$ cat config.mk
export PLATFORM = sky130hd
export DESIGN_NAME = ctrl_ajuste
export DESIGN_NICKNAME = d
export VERILOG_FILES = /design/src/rtl/ctrl_ajuste.sv
export SDC_FILE = /design/constraint.sdc
export NUM_CORES = 1
export LEC_CHECK = 0
export ABC_AREA = 1
export BUFFER_PORTS_ARGS = -buffer_cell sky130_fd_sc_hd__buf_2
export CORE_ASPECT_RATIO = 1.4
export CORE_MARGIN = 2
export CORE_UTILIZATION = 55
export CTS_BUF_LIST = sky130_fd_sc_hd__clkbuf_16
export DETAILED_ROUTE_END_ITERATION = 8
export PLACE_DENSITY_LB_ADDON = 0.05
export SYNTH_ARGS = -nofsm -noshare
export SYNTH_HDL_FRONTEND = slang
export SYNTH_SLANG_ARGS = --single-unit
$ cat constraint.sdc
create_clock -name ctrl_clock -period 1.65 [get_ports ctrl_clock]
set_clock_uncertainty 0.1 [all_clocks]
set_input_delay 0.0825 -clock ctrl_clock [delete_from_list [all_inputs] [get_ports ctrl_clock]]
set_output_delay 0.0825 -clock ctrl_clock [all_outputs]
set_load 0.005 [all_outputs]
$ cat src/rtl/ctrl_ajuste.sv
// -----------------------------------------------------------------------------
// ctrl_ajuste -- time-keeping / time-setting controller for the digital clock.
//
// Divides the system clock down to a 1 s tick that drives the seconds counter
// enable, and runs the RUN -> SET_HOUR -> SET_MIN mode FSM from two raw
// push-buttons, issuing single-cycle increment pulses to the hour and minute
// counters. Every output is registered.
//
// Ports:
//   ctrl_clock       in   system clock, rising edge
//   ctrl_reset       in   asynchronous active-low reset
//   ctrl_btn_mode    in   raw mode button (active-high, asynchronous)
//   ctrl_btn_inc     in   raw increment button (active-high, asynchronous)
//   ctrl_sec_enable  out  one-cycle pulse per second while in RUN
//   ctrl_sec_clear   out  one-cycle seconds-clear pulse on SET_MIN -> RUN
//   ctrl_min_inc     out  one-cycle minute increment pulse
//   ctrl_hour_inc    out  one-cycle hour increment pulse
//   ctrl_mode[1:0]   out  00 RUN, 01 SET_HOUR, 10 SET_MIN
//   ctrl_blink       out  blink for the field being set
// -----------------------------------------------------------------------------
module ctrl_ajuste #(
  parameter int unsigned TICK_DIV      = 50000000,
  parameter int unsigned TIMEOUT_TICKS = 10
) (
  input  logic       ctrl_clock,
  input  logic       ctrl_reset,
  input  logic       ctrl_btn_mode,
  input  logic       ctrl_btn_inc,
  output logic       ctrl_sec_enable,
  output logic       ctrl_sec_clear,
  output logic       ctrl_min_inc,
  output logic       ctrl_hour_inc,
  output logic [1:0] ctrl_mode,
  output logic       ctrl_blink
);

  localparam int unsigned PW = $clog2(TICK_DIV);
  localparam int unsigned TW = $clog2(TIMEOUT_TICKS + 1);
  localparam logic [PW-1:0] PRESC_LAST = PW'(TICK_DIV - 1);
  localparam logic [TW-1:0] TO_LIMIT   = TW'(TIMEOUT_TICKS);

  typedef enum logic [1:0] {
    ST_RUN      = 2'b00,
    ST_SET_HOUR = 2'b01,
    ST_SET_MIN  = 2'b10
  } state_t;

  state_t        r_state;
  state_t        w_next_state;
  logic          r_mode_s1, r_mode_s2, r_mode_s3;
  logic          r_inc_s1, r_inc_s2, r_inc_s3;
  logic [PW-1:0] r_presc;
  logic [TW-1:0] r_to_cnt;
  logic          r_sec_en, r_sec_clr, r_min_inc, r_hour_inc, r_blink;

  logic w_mode_edge, w_inc_edge, w_tick, w_timeout;
  logic w_hour_pulse, w_min_pulse, w_clr_pulse;
  logic w_enter_run, w_enter_set, w_in_set;

  // Third flop turns a held button into a single rising-edge strobe.
  assign w_mode_edge = r_mode_s2 & ~r_mode_s3;
  assign w_inc_edge  = r_inc_s2 & ~r_inc_s3;
  assign w_tick      = (r_presc == PRESC_LAST);
  assign w_in_set    = (r_state != ST_RUN);
  assign w_timeout   = w_in_set && (r_to_cnt == TO_LIMIT);
  assign w_enter_run = w_in_set && (w_next_state == ST_RUN);
  assign w_enter_set = (w_next_state != ST_RUN) && (w_next_state != r_state);

  // NOTE: every output of an always_comb gets a default first so that no path
  // leaves it unassigned, which would otherwise infer a latch.
  always_comb begin
    w_next_state = r_state;
    w_hour_pulse = 1'b0;
    w_min_pulse  = 1'b0;
    w_clr_pulse  = 1'b0;
    // Priority inside each SET state: mode edge, then inc edge, then timeout.
    // A button edge therefore beats a coincident timeout, and a coincident inc
    // is dropped when mode moves the FSM on.
    case (r_state)
      ST_RUN: begin
        if (w_mode_edge) w_next_state = ST_SET_HOUR;
      end
      ST_SET_HOUR: begin
        if (w_mode_edge)     w_next_state = ST_SET_MIN;
        else if (w_inc_edge) w_hour_pulse = 1'b1;
        else if (w_timeout)  w_next_state = ST_RUN;
      end
      ST_SET_MIN: begin
        if (w_mode_edge) begin
          w_next_state = ST_RUN;
          w_clr_pulse  = 1'b1;
        end else if (w_inc_edge) begin
          w_min_pulse = 1'b1;
        end else if (w_timeout) begin
          w_next_state = ST_RUN;
        end
      end
      default: w_next_state = ST_RUN;
    endcase
  end

  // NOTE: sequential state uses non-blocking assignments so every flop samples
  // the values from before the clock edge, independent of statement order.
  always_ff @(posedge ctrl_clock or negedge ctrl_reset) begin
    if (!ctrl_reset) begin
      r_state    <= ST_RUN;
      r_mode_s1  <= 1'b0;
      r_mode_s2  <= 1'b0;
      r_mode_s3  <= 1'b0;
      r_inc_s1   <= 1'b0;
      r_inc_s2   <= 1'b0;
      r_inc_s3   <= 1'b0;
      r_presc    <= '0;
      r_to_cnt   <= '0;
      r_sec_en   <= 1'b0;
      r_sec_clr  <= 1'b0;
      r_min_inc  <= 1'b0;
      r_hour_inc <= 1'b0;
      r_blink    <= 1'b0;
    end else begin
      r_state   <= w_next_state;
      r_mode_s1 <= ctrl_btn_mode;
      r_mode_s2 <= r_mode_s1;
      r_mode_s3 <= r_mode_s2;
      r_inc_s1  <= ctrl_btn_inc;
      r_inc_s2  <= r_inc_s1;
      r_inc_s3  <= r_inc_s2;

      // Restarting the prescaler on RUN entry gives a full second before the
      // first seconds enable after the time has been set.
      if (w_enter_run || w_tick) r_presc <= '0;
      else                       r_presc <= r_presc + PW'(1);

      if (w_mode_edge || w_inc_edge || w_enter_set || w_enter_run)
        r_to_cnt <= '0;
      else if (w_in_set && w_tick)
        r_to_cnt <= r_to_cnt + TW'(1);

      r_sec_en   <= w_tick && (r_state == ST_RUN);
      r_sec_clr  <= w_clr_pulse;
      r_min_inc  <= w_min_pulse;
      r_hour_inc <= w_hour_pulse;

      if (w_enter_run)            r_blink <= 1'b0;
      else if (w_enter_set)       r_blink <= 1'b1;
      else if (w_in_set && w_tick) r_blink <= ~r_blink;
    end
  end

  assign ctrl_sec_enable = r_sec_en;
  assign ctrl_sec_clear  = r_sec_clr;
  assign ctrl_min_inc    = r_min_inc;
  assign ctrl_hour_inc   = r_hour_inc;
  assign ctrl_mode       = r_state;
  assign ctrl_blink      = r_blink;

endmodule

-- Word-level counts from Yosys, hierarchy flattened
Cells that the tools add are included.
Widths: inputs -> output; s select.
- flip-flop bits (word level): 43
- input bits: 4
- output and inout bits: 7
- word-level logic and storage cells: 59
- add/subtract/negate cells: 2
- equality and inequality tests: 5
- muxes and demuxes: 18
- bitwise logic cells: 5
- reductions and logical operators: 15
- operator list (kind ; number):
    $add 26x1->26 const B ; 1
    $eq 26x26->1 const B ; 1
    $mux 26 ; 1
    $mux 2 ; 5
    $mux 1 ; 9
    $mux 4 ; 2
    $pmux 2 s3 ; 1
    $reduce_bool 2->1 ; 3
    $logic_and 1x1->1 ; 5
    $add 4x1->4 const B ; 1
    $eq 4x4->1 const B ; 1
    $logic_not 2->1 ; 2
    $logic_or 1x1->1 ; 4
    $not 1->1 ; 3
    $reduce_bool 3->1 ; 1
    $and 1x1->1 ; 2
    $eq 2x1->1 const B ; 1
    $eq 2x2->1 const B ; 1
    $ne 2x2->1 ; 1

-- Logic depth before layout (Yosys ltp)
Gate-level depths: netlist (run 1).
- depth after elaboration: 11
- depth in mapped cells: 11
- depth with buffers taken out: 11

-- Least setup slack after synthesis (run 1)
No wires, ideal clock.
- kind: reg2reg
- start point: register r_to_cnt[0]
- end point: register r_presc[12]
- library setup time: 0.119 ns
- arrival time: 1.424 ns
- required time: 1.431 ns
- slack: 0.007 ns
- stages on the path, launching flop included: 11
- path buffers: 1
- clock period less this slack: 1.643 ns
- cell sequence: dfrtp_1 > inv_1 > ha_1 > nand2_1 > inv_1 > nand3_1 > nand2_1 > nand4_1 > nand2_4 > buf_8 > nor2_1
- cells in the longest elaborated chain, start to end: 10
- elaborated cells on any way between the ends: 11
- classes of those cells: 1 x eq/ne; 6 x mux; 4 x reduce/logical
- RTL lines (item ; line ; text):
    start: declaration ; 53 ; logic [TW-1:0] r_to_cnt;
    start signal: assignment ; 137 ; r_to_cnt <= r_to_cnt + TW'(1);
    $eq 4x4->1 * ; 65 ; assign w_timeout = w_in_set && (r_to_cnt == TO_LIMIT);
    $logic_and 1x1->1 * ; 65 ;
    $mux 2 * ; 86, 94 ;
    $mux 2 * ; 92 ; end else if (w_inc_edge) begin
    $mux 2, on equally long branches ; 89, 84 ;
    $pmux 2 s3 * ; 79 ; case (r_state)
    $logic_not 2->1 * ; 66 ; assign w_enter_run = w_in_set && (w_next_state == ST_RUN);
    $logic_and 1x1->1 * ; 66 ;
    $logic_or 1x1->1 * ; 131 ; if (w_enter_run || w_tick) r_presc <= '0;
    $mux 26 * ; 131 ;
    end signal: assignment ; 132 ; else r_presc <= r_presc + PW'(1);
    end: declaration ; 52 ; logic [PW-1:0] r_presc;
Every way passes the cells marked *; elsewhere a longest branch is shown, timed or not.
A chain may end at the register's enable or synchronous reset.

-- Worst setup path in the final report (run 1)
- start point: register r_presc[0]
- end point: register r_presc[12]
- cells in the longest elaborated chain, start to end: 3
- elaborated cells on any way between the ends: 4
- classes of those cells: 1 x add/sub; 1 x eq/ne; 1 x mux; 1 x reduce/logical
- RTL lines (item ; line):
    branches (longest 2 deep; another with $add 26x1->26) ; -
    $mux 26 * ; 131
Mark *: on every way between the ends.

==> results.md, run 1 <==
- GRT Residual Overflow: 0
- RSZ-0062 raised after global routing: yes
- Syn nets: 328
- Flops & latches, synth: 43
- RR Startpoint: r_presc[0]
- Worst reg2reg path depth: 9
- Clk slew on worst S/H paths: 60 ps
- Site Rows: 28
- Drt drc: 0
- Cell area power density: 1100 nW/um^2
- Crit Reg-Reg Endpoint: r_presc[12]
- Area growth syn-to-layout: 24.9%
- Required @ worst endpoint: 1720 ps
- Slew Limit Headroom: 66.7%
- Crit share post-route: 102%
- Initial antenna violation count: 0
- Final-report max-slew violation count: 0
- First-pass GRT wire length: 9.47 mm
- Ys Warns: 0
- Clock Latency Late Sink: 280 ps
- Pleak: 1.43 nW
- IR Drop Worst-Case VDD: 0.665 mV
- Final hold violation count: 0
- Simple-gate share of the synthesized area: 39.3%
- Clock H-tree levels: 2
- Initial DRC count: 78
- Kind of critical path: reg -> reg
- Tot GR Track Use: 26.1%
- Clock Path Buffers: 2
- Fill cell count: 354
- Setup Viol. Count Final: 24
- Netlist Area Pre-Place: 2400 sq um
- Die area: 4910 sq um
- Number of global-route vias before repair: 2170
- Crit path from: r_presc[0]
- Worst slew pin tran: 499 ps
- Pin count of the biggest net entering global routing: 24
- CTS tree: built
- Post-Synth Adder-Cell Area: 1.56%
- Post-Syn Instances: 321
- Syn Area/Cell: 7.48 sq um
- Clk sinks: 43
- Hold WS: 219 ps
- Critical Path Sink Type: register
- Post-route setup slack: -36.9 ps
- Layout cells sized above 1: 22.7%
- TritonRoute pass-1 iters: 5
- Post-synthesis compound-gate area fraction: 1.98%
- Worst path arrival time: 1760 ps
- Clock tree root driver cell: clkbuf_16
- Dpl ws: -42.7 ps
- FMAX: 593 MHz
- WL/cell: 14.2 um
- Critical path destination: r_presc[12]
- Hold Path Class: in -> async
- Via density: 5.31
- Die Y: 82.2 um
- Vias: 2183
- Fin nets: 372
- Failing checks: setup timing
- Post-synthesis xor/xnor area fraction: 4.01%
- Die Width: 59.8 um
- Ant diodes: 0
- Tmin final: 1690 ps
- Post-synthesis mux area share: 0%
- # IOs: 11
- DP HPWL: 4.24 mm
- Placed cell count: 393
- Routed wire length: 5.85 mm
- Worst setup SP type: register
- Number of port buffers: 10
- Setup slack, reg-to-reg: -40 ps
- Core area: 4200 sq um
- Crit Path Max Fanout: 15
- Distinct cells, synth: 23
- Total CTS buffers: 5
- Status: complete, but fails checks
- Gp weighted congestion: 0.967
- Max_cap viols: 0
- Main combinational cell family by area after synthesis: simple AND/OR/NAND/NOR gates
- Register area share after synthesis: 44.8%
- Fin cells: 411
- Initial Utilization: 57.1%
- Post-DRT Antenna Nets: 0
flip-flops by register name, summed over array words and instances (netlist names):
register and count:
r_inc_s2 1, r_mode_s1 1, ctrl_min_inc 1, r_to_cnt 4
r_inc_s1 1, ctrl_sec_enable 1, r_mode_s2 1, ctrl_blink 1
r_presc 26, ctrl_sec_clear 1, ctrl_hour_inc 1, ctrl_mode 2
r_mode_s3 1, r_inc_s3 1
power breakdown:
part | total, mW | internal, mW | switching (mW)
Clock | 1.10 | 0.706 | 0.397
Combinational | 0.978 | 0.402 | 0.576
Sequential | 1.21 | 1.15 | 0.0628
worst min-delay path by stage:
stage               cells past startpoint           to  slack [ps]  startpoint
floorplan                               0   ctrl_blink        -310  ctrl_reset
global placement                        1  r_to_cnt[1]         -30  ctrl_reset
detailed placement                      1  r_to_cnt[1]         -30  ctrl_reset
CTS                                     2  r_to_cnt[1]         220  ctrl_reset
global route                            0    r_mode_s2         260   r_mode_s1
finish                                  2  r_to_cnt[0]         220  ctrl_reset
critical path, stage by stage, from the launching register on:
cell and delay, ps:
dfrtp_1 360, ha_2 210, nand2_2 80, nor2_4 150
nand3_4 120, nor2_4 160, nand2_2 80, nand2_4 100
buf_12 150, nor2_1 60
Yosys cell counts, drive strengths merged:
library cell / number / area [sq um]
inv: 44 / 165
and3: 1 / 6.26
nor4: 2 / 12.5
o21ai: 4 / 20.0
xnor2: 5 / 43.8
nor2: 70 / 300
nor3: 15 / 85.1
buf: 2 / 30.0
dfrtp: 43 / 1080
xor2: 6 / 52.6
a21oi: 4 / 27.5
nand4: 10 / 62.6
nand2: 90 / 360
ha: 3 / 37.5
clkinv: 1 / 3.75
nand3: 20 / 110
or2: 1 / 6.26
logic make-up (layout without fill, tap and decap cells):
| group | after synthesis | count (layout) |
|---|---|---|
| AO/OA/AOI/OAI | 8 | 8 |
| XOR/XNOR | 11 | 11 |
| adder cells (fa/ha/maj) | 3 | 3 |
| buffers and inverters | 47 | 92 |
| flip-flops | 43 | 43 |
| AND/OR/NAND/NOR | 209 | 209 |
cell type report:
type	instances	area, sq um	share of cell area, %
multi-input combinational	231	1210	40.5
inverter	45	169	5.64
sequential	43	1080	35.9
timing repair buffer	39	317	10.6
clock buffer	5	125	4.18
tap	45	56.3	1.88
clock inverter	3	38.8	1.29
metal layers:
metal,vias to the layer above,part of all wire (%),track usage [%]
met3,23,2.2,3.89
met4,0,4.5,14.2
met5,-,0,0
met1,1029,38,27.0
met2,45,55,48.8
li1,1086,-,-
per-stage QoR:
step	utilization (%)	setup TNS [ps]	instance area, sq um	total power [mW]
6_report	71.3	-466	3000	3.29
5_1_grt	71.3	-2900	3000	3.44
4_1_cts	68.9	-2.88	2900	3.22
3_5_place_dp	63.2	-780	2660	2.08
3_3_place_gp	63.2	-250	2660	2.06
2_1_floorplan	-	0	2400	1.76
cells in the final DEF (no fill, tap or decap):
| cell | count |
|---|---|
| a21oi_2 | 3 |
| o21ai_0 | 4 |
| nand2_1 | 78 |
| inv_2 | 4 |
| bufinv_16 | 1 |
| a21oi_1 | 1 |
| and3_4 | 1 |
| ha_1 | 1 |
| nand4_1 | 10 |
| buf_4 | 22 |
| dlygate4sd3_1 | 3 |
| nor4_1 | 2 |
| buf_6 | 1 |
| nand3_2 | 1 |
| inv_1 | 41 |
| nor2_1 | 59 |
| nand3_4 | 3 |
| dfrtp_1 | 43 |
| or2_2 | 1 |
| xnor2_1 | 5 |
| nand3_1 | 16 |
| nor3_4 | 1 |
| nor3_1 | 13 |
| clkinv_2 | 1 |
| clkinv_1 | 1 |
| clkbuf_16 | 5 |
| nor2_4 | 5 |
| nor2_2 | 6 |
| buf_2 | 10 |
| xor2_1 | 6 |
| ha_2 | 1 |
| nand2_4 | 1 |
| nand2_2 | 11 |
| nor3_2 | 1 |
| buf_12 | 3 |
| ha_4 | 1 |
what timing repair did:
action                                  4_1_cts  5_1_grt
hold buffers                                  3        0
buffers inserted                              3        4
endpoints found under the setup margin       30       32
gates resized for setup                       6       21
pin swaps                                     3       10
hold endpoints to repair                     22        0
Note: power is estimated with default switching activity, not from simulation.
==> inputs of run 2 (changes only) <==
--- a/config.mk
+++ b/config.mk
@@ -6,12 +6,12 @@
 export NUM_CORES = 1
 export LEC_CHECK = 0
 export ABC_AREA = 1
-export BUFFER_PORTS_ARGS = -buffer_cell sky130_fd_sc_hd__buf_2
 export CORE_ASPECT_RATIO = 1.4
 export CORE_MARGIN = 2
-export CORE_UTILIZATION = 55
+export CORE_UTILIZATION = 57
 export CTS_BUF_LIST = sky130_fd_sc_hd__clkbuf_16
 export DETAILED_ROUTE_END_ITERATION = 8
+export DONT_BUFFER_PORTS = 1
 export PLACE_DENSITY_LB_ADDON = 0.05
 export SYNTH_ARGS = -nofsm -noshare
 export SYNTH_HDL_FRONTEND = slang
==> results.md, run 2 (synthesis results as in run 1) <==
- Status: complete, but fails checks
- Failing checks: DRC, setup timing
- RSZ-0062 raised after global routing: yes
- Pin count of the biggest net entering global routing: 44 (+83%)
- Slew Limit Headroom: 70.6% (+3.8 points)
- Die Y: 80.8 um (-1.7%)
- Largest Register: r_presc
- First-pass GRT wire length: 9.13 mm (-3.6%)
- Vias: 2095 (-4.0%)
- Required @ worst endpoint: 1720 ps (about the same)
- Clk sinks: 43 (unchanged)
- Hold Path Class: in -> async
- Clock tree root driver cell: clkbuf_16
- Critical Path Sink Type: register
- Commonest cells after routing, fill and taps aside: 77 x nand2_1, 63 x nor2_1, 43 x dfrtp_1
- Final hold violation count: 0 (unchanged)
- Clk slew on worst S/H paths: 60 ps (about the same)
- IR Drop Worst-Case VDD: 0.780 mV (+17%)
- DP HPWL: 3.98 mm (-6.1%)
- Gp weighted congestion: 0.933 (-3.5%)
- Clock Latency Late Sink: 280 ps (about the same)
- Die area: 4750 sq um (-3.3%)
- Layout cells sized above 1: 19.5% (-3.2 points)
- WL/cell: 13.8 um (-3.0%)
- Clock H-tree levels: 2 (unchanged)
- Initial antenna violation count: 0 (unchanged)
- # IOs: 11 (unchanged)
- Number of global-route vias before repair: 2055 (-5.3%)
- Dpl cell area: 2600 sq um (-2.1%)
- Final instance area: 2900 sq um (-3.1%)
- Post-route setup slack: -15.8 ps (+21.1 ps)
- GRT Residual Overflow: 0 (unchanged)
- Kind of critical path: reg -> reg
- Setup TNS Final: -49.8 ps (+416 ps)
- Cell area power density: 1090 nW/um^2 (-1.1%)
- Setup Viol. Count Final: 9 (-63%)
- Final-report max-slew violation count: 0 (unchanged)
- Pleak: 1.35 nW (-5.5%)
- Leading cell type in the layout, fill and taps excluded: nand2_1
- Crit share post-route: 101% (-1.3 points)
- Post-DRT Antenna Nets: 0 (unchanged)
- FMAX: 600 MHz (+1.3%)
- Max_cap viols: 0 (unchanged)
- Worst slew pin tran: 438 ps (-60.9 ps)
- Drt drc: 3 (+3)
- Tmin final: 1670 ps (-21.1 ps)
- Core area: 3990 sq um (-5.2%)
- Initial DRC count: 82 (+5.1%)
- Dpl ws: -7.50 ps (+35.2 ps)
- Via density: 5.28 (-0.65%)
- Worst path arrival time: 1740 ps (-20 ps)
- Tot GR Track Use: 25.5% (-0.59 points)
- Routed wire length: 5.48 mm (-6.3%)
- Worst setup SP type: register
- Number of port buffers: 0 (-10)
- Initial Utilization: 60.2% (+3.1 points)
- Total CTS buffers: 5 (unchanged)
- CTS tree: built
- Fin nets: 360 (-3.2%)
- Site Rows: 27 (-3.6%)
- Clock Path Buffers: 2 (unchanged)
- Area growth syn-to-layout: 21.0%
- Crit Path Max Fanout: 19 (+4)
- TritonRoute pass-1 iters: 7 (+2)
- Ant diodes: 0 (unchanged)
- Die Width: 58.8 um (-1.6%)
- Max reg flops: 26 (unchanged)
-- run 2: cell count changes in the layout (fill, tap and decap cells not counted), sizes merged --
cell / change
buf: -12
-- run 2: area by class of cell --
type | instances | area, sq um
inverter | 45 | 169
clock buffer | 5 | 125
multi-input combinational | 231 | 1200
tap | 43 | 53.8
timing repair buffer | 27 | 235
sequential | 43 | 1080
clock inverter | 3 | 43.8
fill | 349 | 1080
-- run 2: worst max-delay path, stage by stage (launching register included) --
cell and delay, ps:
dfrtp_1 370, ha_2 200, nand2_2 80, nor2_4 140, nand3_4 110, nor2_4 170
nand2_2 80, nand2_4 80, buf_12 150, nor2_1 70
-- run 2: metrics by stage --
stage / util [%] / hold WS, ps / power (mW) / instances
floorplan: - / -313 / 1.76 / 321
global placement: 65.3 / -312 / 1.98 / 384
detailed placement: 65.3 / -312 / 1.99 / 384
CTS: 70.7 / 165 / 3.13 / 396
global route: 72.9 / 196 / 3.32 / 397
finish: 72.9 / 170 / 3.16 / 397
-- run 2: final timing paths --
path | startpoint | to | slack, ps | depth (start not counted)
worst min register to register | r_inc_s1 | r_inc_s2 | 250 | 0
worst min-delay path | ctrl_reset | r_to_cnt[2] | 170 | 2
worst max-delay path | r_presc[0] | r_presc[21] | -20 | 9
max in group asynchronous | ctrl_reset | r_inc_s3 | 1070 | 2
min in group ctrl_clock | r_inc_s1 | r_inc_s2 | 250 | 0
worst max register to register | r_presc[0] | r_presc[21] | -20 | 9
-- run 2: repair_timing --
item                                   CTS  global route
hold buffers                             4             0
gates resized for setup                  0            22
endpoints found under the hold margin   45             0
setup endpoints to repair               26            32
pin swaps                                1             5
cloned                                   0             0
buffers inserted                         0             1
-- run 2: power breakdown --
part           total (mW)  internal (mW)  switching, mW
clock network        1.12          0.713          0.405
registers            1.22           1.15         0.0713
logic               0.818          0.321          0.497
-- run 2: layer usage --
layer	up-vias	global-route usage, %	share of wire, %
li1	1060	-	-
met1	969	29.3	41
met2	53	45.9	53
met3	13	3.98	3.4
met4	0	11.1	2.8
met5	-	0	0
